==> src/rtl/zic_nest_ctrl.sv <==
// Nested-interrupt controller between the ZIC and the core: acknowledges, presents and stacks interrupts.
// Define ZIC_NEST_PREEMPT_EN for nesting up to NEST_DEPTH; otherwise the effective depth is 1.
module zic_nest_ctrl #(
  parameter int NEST_DEPTH = 4
) (
  input  logic       zic_clk,
  input  logic       zic_rst,
  input  logic       interrupt_request_i,
  input  logic [7:0] highest_pending_lvl_pr_i,
  input  logic       global_int_enable_i,
  output logic       zic_ack_read_valid_en_o,
  input  logic [7:0] zic_ack_int_id_i,
  output logic       core_irq_o,
  output logic [7:0] core_irq_id_o,
  input  logic       core_irq_taken_i,
  input  logic       core_eoi_i,
  output logic       zic_eoi_valid_o,
  output logic [7:0] zic_eoi_id_o,
  output logic [7:0] active_lvl_pr_o,
  output logic [3:0] nest_depth_o,
  output logic       nest_overflow_o,
  output logic       spurious_eoi_o,
  output logic [1:0] fsm_state
);

  localparam int IW = (NEST_DEPTH > 1) ? $clog2(NEST_DEPTH) : 1;
`ifdef ZIC_NEST_PREEMPT_EN
  localparam logic [3:0] EFF_DEPTH = 4'(NEST_DEPTH);
`else
  localparam logic [3:0] EFF_DEPTH = 4'd1;
`endif

  typedef enum logic [1:0] {IDLE, ACK, CAPT, REQ} state_t;

  state_t          state, state_nxt;
  logic [7:0]      id_stk  [NEST_DEPTH];
  logic [7:0]      lvl_stk [NEST_DEPTH];
  logic [3:0]      depth;
  logic [7:0]      pend_lvl;
  logic [IW-1:0]   top_idx, push_idx;
  logic            qualify, do_ack, do_overflow;
  logic            push, pop, spurious;

  assign top_idx         = IW'(depth - 4'd1);
  assign push_idx        = IW'(depth);
  assign active_lvl_pr_o = (depth == 4'd0) ? 8'h00 : lvl_stk[top_idx];
  assign nest_depth_o    = depth;
  assign fsm_state       = state;

  // Equal level never preempts: strictly greater than the current top.
  assign qualify = interrupt_request_i && global_int_enable_i &&
                   (highest_pending_lvl_pr_i > active_lvl_pr_o);

  assign zic_ack_read_valid_en_o = (state == ACK);
  assign core_irq_o              = (state == REQ);

  assign push     = (state == REQ) && core_irq_taken_i;
  assign pop      = core_eoi_i && (depth != 4'd0);
  assign spurious = core_eoi_i && (depth == 4'd0);

  always_comb begin
    state_nxt   = state;
    do_ack      = 1'b0;
    do_overflow = 1'b0;
    case (state)
      IDLE: begin
        if (qualify) begin
          if (depth < EFF_DEPTH) begin
            do_ack    = 1'b1;
            state_nxt = ACK;
          end else begin
            do_overflow = 1'b1;
          end
        end
      end
      ACK:  state_nxt = CAPT;
      CAPT: state_nxt = REQ;
      REQ:  if (core_irq_taken_i) state_nxt = IDLE;
      default: state_nxt = IDLE;
    endcase
  end

  always_ff @(posedge zic_clk or negedge zic_rst) begin
    if (!zic_rst) state <= IDLE;
    else          state <= state_nxt;
  end

  always_ff @(posedge zic_clk or negedge zic_rst) begin
    if (!zic_rst) begin
      depth           <= 4'd0;
      pend_lvl        <= 8'h00;
      core_irq_id_o   <= 8'h00;
      zic_eoi_valid_o <= 1'b0;
      zic_eoi_id_o    <= 8'h00;
      nest_overflow_o <= 1'b0;
      spurious_eoi_o  <= 1'b0;
      for (int i = 0; i < NEST_DEPTH; i++) begin
        id_stk[i]  <= 8'h00;
        lvl_stk[i] <= 8'h00;
      end
    end else begin
      if (do_ack)        pend_lvl      <= highest_pending_lvl_pr_i;
      if (state == CAPT) core_irq_id_o <= zic_ack_int_id_i;

      zic_eoi_valid_o <= pop;
      zic_eoi_id_o    <= pop ? id_stk[top_idx] : 8'h00;

      // Simultaneous taken+EOI retires the old top and reuses its slot.
      if (push && pop) begin
        id_stk[top_idx]  <= core_irq_id_o;
        lvl_stk[top_idx] <= pend_lvl;
      end else if (push && (depth < EFF_DEPTH)) begin
        id_stk[push_idx]  <= core_irq_id_o;
        lvl_stk[push_idx] <= pend_lvl;
        depth             <= depth + 4'd1;
      end else if (pop) begin
        depth <= depth - 4'd1;
      end

      if (do_overflow) nest_overflow_o <= 1'b1;
      if (spurious)    spurious_eoi_o  <= 1'b1;
    end
  end

endmodule

==> config.mk <==
export PLATFORM = sky130hd
export DESIGN_NAME = zic_nest_ctrl
export DESIGN_NICKNAME = d
export VERILOG_FILES = /design/src/rtl/zic_nest_ctrl.sv
export SDC_FILE = /design/constraint.sdc
export NUM_CORES = 1
export LEC_CHECK = 0
export ABC_AREA = 1
export BUFFER_PORTS_ARGS = -buffer_cell sky130_fd_sc_hd__buf_4
export CELL_PAD_IN_SITES_DETAIL_PLACEMENT = 1
export CELL_PAD_IN_SITES_GLOBAL_PLACEMENT = 2
export CORE_MARGIN = 2
export CORE_UTILIZATION = 32
export DETAILED_ROUTE_END_ITERATION = 16
export GPL_TIMING_DRIVEN = 1
export PLACE_DENSITY = 0.75
export SLEW_MARGIN = 10
export SYNTH_ARGS = -nofsm -noshare
export SYNTH_HDL_FRONTEND = slang
export SYNTH_SLANG_ARGS = --single-unit
==> constraint.sdc <==
create_clock -name zic_clk -period 3.4 [get_ports zic_clk]
set_input_delay 0.51 -clock zic_clk [delete_from_list [all_inputs] [get_ports zic_clk]]
set_output_delay 0.51 -clock zic_clk [all_outputs]
set_load 0.05 [all_outputs]
==> impl_results.md <==
* Detail Placement HPWL at 8630 um
* Crit path cell chain: inv_1, ha_4, inv_4, a21oi_1, o21ai_0, a21oi_2, inv_1, ha_1, nand2_1, inv_1, nand2_1, nand2_1, nand2_1, nand2_2, nand4_1, buf_4, nand2_1, o21ai_0
* Min Tclk post-route at 3.02 ns
* Ranking of synthesized cells by area: dfrtp_1 52%, nand2_1 8.4%, a21oi_1 6.1%
* Die Wd at 124 um
* CTS max path bufs at 2
* RSZ-0062 raised after global routing: false
* Final Wtd Congestion at 0.806
* DRC viols at 0
* Top cell type by total area after synthesis: dfrtp_1
* Row cnt at 44
* Reg-to-reg slack, setup at 0.38 ns
* Startpoint types: flop
* Final hold vios at 0
* CTS Buf Count at 9
* Max Cap Viol at 0
* Crit-path max cell delay at 0.46 ns
* Clock-pin slew on the worst setup and hold paths at 0.07 ns
* Via-to-Cell Ratio at 4.86
* Antenna cells at 0
* Via count at 3725
* Setup TNS at 0 ns
* Chip Height at 124 um
* Yosys cell types at 31
* Syn avg cell area at 8.77 um2
* Syn_nets at 568
* CP required at 3.62 ns
* Crit-path most repeated cell: nand2_1
* Worst clock skew at 0.00847 ns
* Hold crit path type: in2async
* Vias in the first global route at 4064
* Initial drt markers at 148
* Sink Count at 97
* CTS tree: built
* Status: completed
* Starting Density at 32.3%
* Slew @ Worst Pin at 0.667 ns
* CP endpoint kind: flop
* Final setup violation count at 0
* # IOs at 57
* Share of layout cells above drive strength 1 at 20.8%
* Part of the Yosys area used for sequential elements at 52.3%
* Max-slew violations at 0
* Die area at 15500 um2
* Post-Route WL at 12800 um
* Largest net degree at the start of global routing at 49
* Synth top area share at 52.3%
* CP max FO at 19
* Final net count at 618
* Yosys warnings at 0
* Root Buffer: clkbuf_16
* Hold Worst Slack at 0.189 ns
* Fillers at 1701
* Tcrit/Tclk final at 88.8%
* Crit path buf inv count at 5
* Crit path max-delay family: adder cells
* PortBufs at 56
* Area Overhead vs Synth at 21.4%
* # resized after CTS at 0
* Arr. time, crit path at 3.24 ns
* Critical path class: reg2reg
* Mapped Cells at 529
* Fmax at 331 MHz
* Critical path's slowest cell: ha_4
* ANT nets after route at 0
* Avg WL per Cell at 16.7 um
* Floorplan Core Area at 14400 um2
* Slew margin rel. at 55.4%
* DRT Pass-1 Iters at 4
* H-tree levels at 3
* Clk_lat worst skew at 0.35 ns
* Yosys reg bits at 97
* Overall Global Routing Usage at 17.4%
* Initial antenna violation count at 0
* Syn Std Cell Area at 4640 um2
* GRT overflow at 0
* First-pass GRT wire length at 21500 um
==> final cells by class <==
cell class	count	area (um2)	share of cell area, %
tap	184	230	4.09
multi-input combinational	336	1910	33.9
sequential	97	2430	43.1
inverter	72	282	5.00
clock buffer	11	233	4.13
clock inverter	4	77.6	1.38
timing repair buffer	63	473	8.39
==> path summary, 6_finish.rpt <==
path                                          start          endpoint  depth (start not counted)
worst max-delay path                nest_depth_o[1]       pend_lvl[5]                         18
worst min-delay path                        zic_rst       lvl_stk[24]                          1
worst max register to register      nest_depth_o[1]       pend_lvl[5]                         18
worst min register to register       spurious_eoi_o    spurious_eoi_o                          1
max in group asynchronous                   zic_rst   zic_eoi_id_o[3]                          2
min in group zic_clk            zic_ack_int_id_i[6]  core_irq_id_o[6]                          3
==> cells in the final DEF, fill, tap and decap left out, types with 2 or more instances in the layout <==
cell type and instances:
nand4_1 2, nand3_1 24, nand2_4 5, a21oi_1 48
clkbuf_1 2, inv_1 68, a21oi_4 7, a21oi_2 12
inv_4 2, buf_4 63, ha_1 16, inv_6 2
nand2_1 103, bufinv_16 2, nor2_1 15, o21ai_1 33
dfrtp_2 2, o21bai_1 2, dfrtp_1 95, nand2_2 5
o21ai_0 48, xor2_1 3, nor2_2 4, nor2_4 2
clkbuf_16 9
==> metrics by stage <==
stage | utilization, % | setup WS [ns] | area, um2 | std cells
global route | 39.2 | 0.108 | 5630 | 767
floorplan | - | 0.00547 | 4780 | 529
global placement | 37.0 | 0.253 | 5320 | 751
finish | 39.2 | 0.380 | 5630 | 767
detailed placement | 37.0 | 0.0947 | 5320 | 751
CTS | 39.2 | 0.0636 | 5630 | 766
==> kinds of logic (layout without fill, tap and decap cells) <==
logic type | count (synthesis) | in the layout | synth area share, %
flops | 97 | 97 | 52.3
buf+inv | 96 | 150 | 8.74
xor+xnor | 3 | 3 | 0.566
simple gates | 163 | 163 | 16.2
fa+ha+maj | 17 | 17 | 4.58
compound gates | 153 | 153 | 17.6
==> synth_stat cells, drive strengths merged <==
cell / number
a21o: 1
a21oi: 67
buf: 15
clkbuf: 9
clkinv: 1
dfrtp: 97
ha: 17
inv: 71
nand2: 113
nand3: 25
nand4: 2
nor2: 22
o211ai: 1
o21ai: 81
o21bai: 2
o221ai: 1
or2: 1
xor2: 3
==> what timing repair did <==
| item | in CTS | in global routing |
|---|---|---|
| setup endpoints to repair | 0 | 8 |
| hold buffers | 0 | 0 |
| buffers inserted | 0 | 1 |
==> sequential cells by signal (all words and copies together) (netlist names) <==
register and count:
nest_overflow_o 1, nest_depth_o 4, zic_eoi_id_o 8, spurious_eoi_o 1, id_stk 32, pend_lvl 8, zic_eoi_valid_o 1, lvl_stk 32
fsm_state 2, core_irq_id_o 8
==> layer usage <==
| metal | vias up | wire length, um | global-route usage, % |
|---|---|---|---|
| li1 | 1801 | - | - |
| met1 | 1842 | 6240 | 24.1 |
| met2 | 66 | 6010 | 28.2 |
| met3 | 16 | 386 | 2.66 |
| met4 | 0 | 204 | 5.35 |
| met5 | - | 0 | 0 |
Power is left out: the tool's default activity adds up to more than one toggle a clock period on the data nets, which glitch-free logic cannot reach.
